==> src/rtl/bt_cmd_parser.sv <==
// bt_cmd_parser: frames UART bytes into HDR/CMD/VAL/CHK commands.
//   Frame = 8'hA5, CMD, VAL, CHK with CHK = (CMD + VAL) mod 256.
//   Optional inter-byte timeout is built only when BT_TIMEOUT_EN is defined.
// Ports:
//   Clk       system clock, rising edge
//   Rst       asynchronous active-high reset
//   RxData    received byte, qualified by RxDone
//   RxDone    one-cycle strobe per received byte
//   Cmd       command byte of last accepted frame (held)
//   Value     value byte of last accepted frame (held)
//   CmdValid  one-cycle pulse per accepted frame
//   Busy      registered, high while a frame is partially received
//   ErrCnt    saturating count of rejected frames (bad CHK or timeout)
module bt_cmd_parser #(
    parameter logic [23:0] TIMEOUT_CYCLES = 24'd5000000
) (
    input  logic       Clk,
    input  logic       Rst,
    input  logic [7:0] RxData,
    input  logic       RxDone,
    output logic [7:0] Cmd,
    output logic [7:0] Value,
    output logic       CmdValid,
    output logic       Busy,
    output logic [7:0] ErrCnt
);
    localparam int unsigned DW = 8;
    localparam int unsigned TW = 24;
    localparam logic [DW-1:0] HDR     = 8'hA5;
    localparam logic [DW-1:0] ERR_MAX = 8'hFF;

    typedef enum logic [1:0] {
        IDLE    = 2'd0,
        GOT_HDR = 2'd1,
        GOT_CMD = 2'd2,
        GOT_VAL = 2'd3
    } state_t;

    state_t        state;
    state_t        state_nx;
    logic [DW-1:0] cmd_q;
    logic [DW-1:0] val_q;
    logic [DW-1:0] cmd_nx;
    logic [DW-1:0] val_nx;
    logic [DW-1:0] cmd_out_nx;
    logic [DW-1:0] value_out_nx;
    logic [DW-1:0] err_nx;
    logic          valid_nx;
    logic          busy_nx;
    logic          err_inc_c;
    logic          chk_ok_c;
    logic          timeout_c;

    // Checksum of the frame being assembled, 8-bit wrap.
    assign chk_ok_c = (RxData == DW'(cmd_q + val_q));

`ifdef BT_TIMEOUT_EN
    logic [TW-1:0] timer_q;

    // Inter-byte timer: idles at zero in IDLE, restarts on every byte.
    always_ff @(posedge Clk or posedge Rst) begin
        if (Rst) begin
            timer_q <= '0;
        end else if (RxDone || (state == IDLE) || timeout_c) begin
            timer_q <= '0;
        end else begin
            timer_q <= timer_q + TW'(1);
        end
    end

    // A byte arriving on the expiry cycle wins over the timeout.
    assign timeout_c = (state != IDLE) && !RxDone
                       && (timer_q == (TIMEOUT_CYCLES - TW'(1)));
`else
    logic unused_timeout_cfg;

    assign unused_timeout_cfg = ^TIMEOUT_CYCLES;
    assign timeout_c          = 1'b0;
`endif

    // State and registered outputs.
    always_ff @(posedge Clk or posedge Rst) begin
        if (Rst) begin
            state    <= IDLE;
            cmd_q    <= '0;
            val_q    <= '0;
            Cmd      <= '0;
            Value    <= '0;
            CmdValid <= 1'b0;
            Busy     <= 1'b0;
            ErrCnt   <= '0;
        end else begin
            state    <= state_nx;
            cmd_q    <= cmd_nx;
            val_q    <= val_nx;
            Cmd      <= cmd_out_nx;
            Value    <= value_out_nx;
            CmdValid <= valid_nx;
            Busy     <= busy_nx;
            ErrCnt   <= err_nx;
        end
    end

    // Next-state and next-output logic.
    always_comb begin
        state_nx     = state;
        cmd_nx       = cmd_q;
        val_nx       = val_q;
        cmd_out_nx   = Cmd;
        value_out_nx = Value;
        valid_nx     = 1'b0;
        err_inc_c    = 1'b0;

        if (RxDone) begin
            unique case (state)
                IDLE: begin
                    // Non-header bytes are line noise, not errors.
                    if (RxData == HDR) begin
                        state_nx = GOT_HDR;
                    end
                end
                GOT_HDR: begin
                    cmd_nx   = RxData;
                    state_nx = GOT_CMD;
                end
                GOT_CMD: begin
                    val_nx   = RxData;
                    state_nx = GOT_VAL;
                end
                GOT_VAL: begin
                    // A bad CHK never restarts a frame, even if it is 8'hA5.
                    if (chk_ok_c) begin
                        cmd_out_nx   = cmd_q;
                        value_out_nx = val_q;
                        valid_nx     = 1'b1;
                    end else begin
                        err_inc_c = 1'b1;
                    end
                    state_nx = IDLE;
                end
                default: state_nx = IDLE;
            endcase
        end else if (timeout_c) begin
            state_nx  = IDLE;
            err_inc_c = 1'b1;
        end

        err_nx  = (err_inc_c && (ErrCnt != ERR_MAX)) ? (ErrCnt + DW'(1)) : ErrCnt;
        busy_nx = (state_nx != IDLE);
    end

endmodule

==> config.mk <==
export PLATFORM = sky130hd
export DESIGN_NAME = bt_cmd_parser
export DESIGN_NICKNAME = d
export VERILOG_FILES = /design/src/rtl/bt_cmd_parser.sv
export SDC_FILE = /design/constraint.sdc
export NUM_CORES = 1
export LEC_CHECK = 0
export BUFFER_PORTS_ARGS = -buffer_cell sky130_fd_sc_hd__buf_4
export CAP_MARGIN = 20
export CORE_ASPECT_RATIO = 1.75
export CORE_MARGIN = 3
export CORE_UTILIZATION = 35
export CTS_BUF_LIST = sky130_fd_sc_hd__clkbuf_4
export DETAILED_ROUTE_END_ITERATION = 8
export MAX_ROUTING_LAYER = met4
export SETUP_SLACK_MARGIN = 0.5
export SYNTH_ARGS = -nofsm -noshare
export SYNTH_HDL_FRONTEND = slang
export SYNTH_SLANG_ARGS = --single-unit
==> constraint.sdc <==
create_clock -name Clk -period 4.2 [get_ports Clk]
set_input_delay 0.21 -clock Clk [delete_from_list [all_inputs] [get_ports Clk]]
set_output_delay 0.21 -clock Clk [all_outputs]
set_load 0.02 [all_outputs]
==> impl_metrics.py, run 1 <==
metrics = {
    "timing": {
        "worstMarginPinSlew_ns": 0.9265,
        "drv_slew": 0,
        "rsz0062_at_grt": "no",
        "slew_headroom_pct": 38.14,
        "period_share_pct": 80.23,
        "hold_viol": 0,
        "fin_hold_ws_ns": 0.02862,
        "setup_viol": 0,
        "period_needed_ns": 3.370,
        "finalSetupTns_ns": 0,
        "fin_skew_ns": 0.01079,
        "timing.fmax_ghz": 0.2968,
    },
    "layout": {
        "n_fill_cell": 606,
        "area_growth_pct": 18.80,
        "final_nets": 235,
        "fin_util_pct": 42.91,
        "final_layout_size_suffix_gt1_share_pct": 41.51,
        "antennaDiodeCount": 0,
        "fin_area_um2": 2673,
    },
    "placement": {
        "placed_area_um2": 2585,
        "place_hpwl_mm": 3.314,
        "gp_congestion": 0.8270,
        "io_buffers": 36,
    },
    "detailed_routing": {
        "drcViolationCount": 0,
        "wl_per_cell_um": 15.50,
        "ant_nets": 0,
        "via_per_inst": 4.866,
        "drt_iter0_markers": 48,
        "vias": 1421,
        "drt_first_pass_iters": 6,
        "wl_mm": 4.527,
    },
    "yosys": {
        "synth-seq-cells": 44,
        "ys_seq_area_share_pct": 48.94,
        "synth_edf_count": 0,
        "syn_area_per_cell_um2": 13.31,
        "syn_area_um2": 2250,
        "synth.distinct_cells": 33,
        "synth_flop_cell": "dfrtp_1",
        "async_flop_share_pct": 100.0,
        "yosys-top-cells-area": "dfrtp_1 (49%), mux2_2 (13%), ha_1 (6.7%)",
        "synth_warnings": 0,
        "yosysTopAreaCell": "dfrtp_1",
        "syn_nets": 193,
        "synthCells": 169,
        "synth_top_area_share_pct": 48.94,
    },
    "critical_path": {
        "cp.arrival_ns": 3.64,
        "critPathCaptureType": "flip-flop",
        "cp_max_fo": 17,
        "required_ns": 4.47,
        "start_kind": "flip-flop",
        "crit_type": "reg2reg",
    },
    "clocking": {
        "cts-buffers-inserted": 5,
        "clock-sinks": 44,
        "cts.clk_slew.worst_paths_ns": 0.14,
        "htreeDepth": 2,
        "cts_root_buf": "clkbuf_4",
        "clockBufferDepth": 2,
        "clk_latency_ns": 0.37,
        "cts.repair.resized": 0,
        "cts_tree": "done",
    },
    "floorplanning": {
        "die-width_um": 66.61,
        "rows": 38,
        "core_area_um2": 6228,
        "die_area_um2": 7463,
        "start_util_pct": 36.12,
        "dieHeight_um": 112.1,
        "boundaryPins": 37,
    },
    "power": {
        "max-vdd-ir-drop_v": 0.0003674,
        "p_leak_nw": 1.284,
        "pwr_density_cell_nw_per_um2": 721.4,
    },
    "flow_run": {
        "maxCapViolations": 0,
    },
    "global_routing": {
        "track_usage_pct": 13.75,
        "grt_overflow_total": 0,
        "grt_pass1_vias": 1479,
        "grt_pass1_wl_mm": 7.431,
        "grt_max_degree": 45,
        "antenna_found_initial": 0,
    },
    "run_status": {
        "status": "complete, no violations",
    },
    "hold_path": {
        "hp-class": "in2async",
    },
}
==> layout by cell type, fill, tap and decap left out, types with 2 or more instances in the layout <==
cell       n
inv_1      3
mux2_2    26
dfrtp_1   44
o21ai_0    4
or4bb_1    2
clkbuf_4   5
nor2_1     4
xor2_1     8
ha_1      12
nand3_1    8
a21oi_1    6
mux2_4     9
nand2_1    5
buf_4     38
xnor2_1   10
and3_1     2
a21o_1     2
nor3_1     5
==> state kept, by name, summed over array words and instances, names as in the netlist <==
signal / count
Value: 8
cmd_q: 8
Busy: 1
ErrCnt: 8
state: 2
CmdValid: 1
val_q: 8
Cmd: 8
==> critical path, cell delays in order (launching register included) <==
cell and delay (ns):
dfrtp_1 0.43, ha_1 0.23, fa_1 0.41, a21o_1 0.20
a221oi_2 0.29, xnor2_1 0.12, or3_4 0.35, a2111oi_4 0.39
and3_1 0.20, buf_4 0.29, mux2_2 0.37
==> metrics by stage <==
step | setup slack, ns | power [mW] | std cells
2_1_floorplan | 0.9912 | 1.413 | 169
3_3_place_gp | 0.7937 | 1.655 | 283
3_5_place_dp | 0.6843 | 1.676 | 283
4_1_cts | 0.6632 | 1.956 | 291
5_1_grt | 0.6522 | 2.071 | 292
6_report | 0.8302 | 1.928 | 292
==> where the power goes <==
| part | internal [mW] | total, mW | switching [mW] |
|---|---|---|---|
| registers | 0.564 | 0.689 | 0.125 |
| clock network | 0.124 | 0.272 | 0.148 |
| logic | 0.486 | 0.967 | 0.481 |
==> cells in the mapped netlist, types with 4 or more instances <==
library cell	number
dfrtp_1	44
mux2_2	26
inv_1	4
ha_1	12
a21oi_1	6
nand3_1	8
xor2_1	8
xnor2_1	10
nor3_1	5
o21ai_0	4
nor2_1	4
nand2_1	5
mux2_4	9
==> kinds of logic after synthesis <==
kind of cell	after synthesis	share of synthesized area, %
simple gates	33	8.232
compound gates	19	6.674
buf+inv	7	2.558
xor+xnor	18	7.008
fa+ha+maj	13	7.564
flops	44	48.94
mux	35	19.02
==> per-layer routing <==
metal | share of wire [%] | routed length, um | up-vias | track usage [%]
li1 | - | - | 684 | -
met1 | 40 | 1806 | 700 | 15.31
met2 | 53 | 2412 | 31 | 22.55
met3 | 4.6 | 206 | 6 | 3.403
met4 | 2.3 | 102 | 0 | 6.513
met5 | 0 | 0 | - | -
==> area by class of cell <==
class	instances	area (um2)	share of cell area (%)
clock buffer	5	37.54	1.404
multi-input combinational	118	1091	40.82
inverter	4	15.01	0.5618
sequential	44	1101	41.20
tap	80	100.1	3.745
clock inverter	3	42.54	1.592
timing repair buffer	38	285.3	10.67
==> final timing paths <==
kind	startpoint	to	slack, ns	cells past startpoint
worst max register to register	cmd_q[0]$_DFFE_PP0P_	Cmd[3]$_DFFE_PP0P_	0.83	10
max in group asynchronous	Rst	ErrCnt[0]$_DFFE_PP0P_	3.58	2
worst min register to register	Cmd[3]$_DFFE_PP0P_	Cmd[3]$_DFFE_PP0P_	0.52	1
worst max-delay path	cmd_q[0]$_DFFE_PP0P_	Cmd[3]$_DFFE_PP0P_	0.83	10
min in group Clk	RxData[1]	cmd_q[1]$_DFFE_PP0P_	0.10	2
worst min-delay path	Rst	Value[4]$_DFFE_PP0P_	0.03	2
==> what timing repair did <==
item | in CTS | in global routing
hold buffers | 0 | 0
endpoints found under the setup margin | 0 | 7
buffers inserted | 0 | 1
(Power assumes the default switching activity.)
==> inputs of run 2 (changes only) <==
==> constraint.sdc (replaced) <==
create_clock -name Clk -period 3.2 [get_ports Clk]
set_input_delay 0.16 -clock Clk [delete_from_list [all_inputs] [get_ports Clk]]
set_output_delay 0.16 -clock Clk [all_outputs]
set_load 0.02 [all_outputs]
==> impl_metrics.py, run 2 (synthesized netlist as in run 1, its figures left out) <==
metrics = {
    "layout": {
        "final_common_cell": "dfrtp_1",
        "multiInputGateArea_um2": 1215,
        "final_layout_size_suffix_gt1_share_pct": 48.66,
        "final_cell_mix": "dfrtp_1 (44), buf_4 (42), mux2_4 (18)",
        "antennaDiodeCount": 0,
        "n_fill_cell": 585,
        "area_growth_pct": 32.04,
        "fin_util_pct": 47.69,
        "final_nets": 247,
        "register_area_um2": 1101,
    },
    "timing": {
        "timing.fmax_ghz": 0.3244,
        "worstMarginPinSlew_ns": 0.5593,
        "hold_viol": 0,
        "finalSetupTns_ns": 0,
        "period_needed_ns": 3.082,
        "drv_slew": 0,
        "period_share_pct": 96.32,
        "slew_headroom_pct": 62.72,
        "rsz0062_at_grt": "yes",
        "fin_skew_ns": 0.01300,
        "setup_viol": 0,
    },
    "floorplanning": {
        "start_util_pct": 36.12,
        "die-width_um": 66.61,
        "die_area_um2": 7463,
        "rows": 38,
        "boundaryPins": 37,
        "dieHeight_um": 112.1,
        "core_area_um2": 6228,
    },
    "detailed_routing": {
        "wl_per_cell_um": 16.47,
        "drt_iter0_markers": 56,
        "ant_nets": 0,
        "drcViolationCount": 0,
        "wl_mm": 5.008,
        "via_per_inst": 4.993,
        "drt_first_pass_iters": 3,
        "vias": 1518,
    },
    "global_routing": {
        "grt_pass1_wl_mm": 7.941,
        "antenna_found_initial": 0,
        "track_usage_pct": 14.58,
        "grt_overflow_total": 0,
        "grt_max_degree": 45,
        "grt_pass1_vias": 1559,
    },
    "power": {
        "pwr_density_cell_nw_per_um2": 900.2,
        "max-vdd-ir-drop_v": 0.0004735,
        "p_leak_nw": 1.382,
        "finalPower_mw": 2.674,
    },
    "critical_path": {
        "crit_path_max_incr_delay_ns": 0.43,
        "path_delay_family": "compound AO/OA/AOI/OAI gates",
        "path_buf_inv": 1,
        "crit_type": "reg2reg",
        "cp.arrival_ns": 3.34,
        "cp_max_fo": 4,
        "crit_chain": "ha_2 > fa_2 > a21o_1 > a221oi_2 > xnor2_1 > or3_4 > a2111oi_4 > and3_4 > clkbuf_16 > mux2_4",
        "start_kind": "flip-flop",
        "critPathSlowestCell": "dfrtp_1",
        "required_ns": 3.46,
        "critPathCaptureType": "flip-flop",
    },
    "placement": {
        "io_buffers": 36,
        "gp_congestion": 0.8600,
        "place_hpwl_mm": 3.423,
    },
    "flow_run": {
        "maxCapViolations": 0,
    },
    "clocking": {
        "cts_root_buf": "clkbuf_4",
        "htreeDepth": 2,
        "clk_latency_ns": 0.37,
        "clockBufferDepth": 2,
        "cts-buffers-inserted": 5,
        "cts.clk_slew.worst_paths_ns": 0.14,
        "cts_tree": "done",
        "clock-sinks": 44,
    },
    "run_status": {
        "status": "complete, no violations",
    },
    "hold_path": {
        "hp-class": "in2reg",
    },
}
-- run 2: per-layer routing --
layer,global-route usage [%],part of all wire (%),vias up
met3,2.302,3.1,7
li1,-,-,713
met4,5.292,1.7,0
met1,15.57,37,771
met5,-,0,-
met2,26.26,58,27
-- run 2: what timing repair did --
action	in CTS	in global routing
cloned	1	1
resized for setup	16	15
setup buffers	4	2
pin swaps	6	3
setup endpoints to repair	25	25
hold buffers	1	0
hold endpoints to repair	44	0
-- run 2: worst reg2reg max path: cells and delay by family, from the launching register on --
kind,cells,cell delay [ns]
buffers and inverters,1,0.17
AOI/OAI and AO/OA,3,0.76
DFF,1,0.43
adders and majority gates,2,0.55
xor gates and xnor gates,1,0.11
muxes,1,0.29
and+or+nand+nor,2,0.65
-- run 2: metrics by stage --
stage	cell area (um2)	instances	hold WS (ns)	setup WS, ns
after floorplan	2255	169	0.3106	0.01632
after CTS	2855	301	0.03911	0.09809
final	2970	304	0.04995	0.1177
after global routing	2970	304	0.03355	0.001725
after global placement	2633	287	0.3487	0.1441
after detailed placement	2633	287	0.3495	0.06897
-- run 2: final cells by class --
cell class | instances | area share [%]
inverters | 4 | 0.5055
clock buffers | 5 | 1.264
flip-flops and latches | 44 | 37.07
multi-input cells | 118 | 40.90
clock inverters | 3 | 1.559
repair buffers | 50 | 15.33
well taps | 80 | 3.370
-- run 2: power by group --
group | switching [mW] | total [mW] | internal [mW]
Clock | 0.194 | 0.361 | 0.167
Combinational | 0.676 | 1.40 | 0.727
Sequential | 0.170 | 0.910 | 0.740
Total | 1.04 | 2.67 | 1.63
-- run 2: worst paths after layout --
kind / start / end / slack, ns / depth (start not counted)
worst min-delay path: RxDone / state[0]$_DFF_PP0_ / 0.05 / 2
max in group asynchronous: Rst / val_q[2]$_DFFE_PP0P_ / 2.34 / 4
worst max register to register: cmd_q[0]$_DFFE_PP0P_ / Value[5]$_DFFE_PP0P_ / 0.12 / 10
worst min register to register: Cmd[7]$_DFFE_PP0P_ / Cmd[7]$_DFFE_PP0P_ / 0.53 / 1
worst max-delay path: cmd_q[0]$_DFFE_PP0P_ / Value[5]$_DFFE_PP0P_ / 0.12 / 10
min in group asynchronous: Rst / cmd_q[6]$_DFFE_PP0P_ / 0.48 / 4
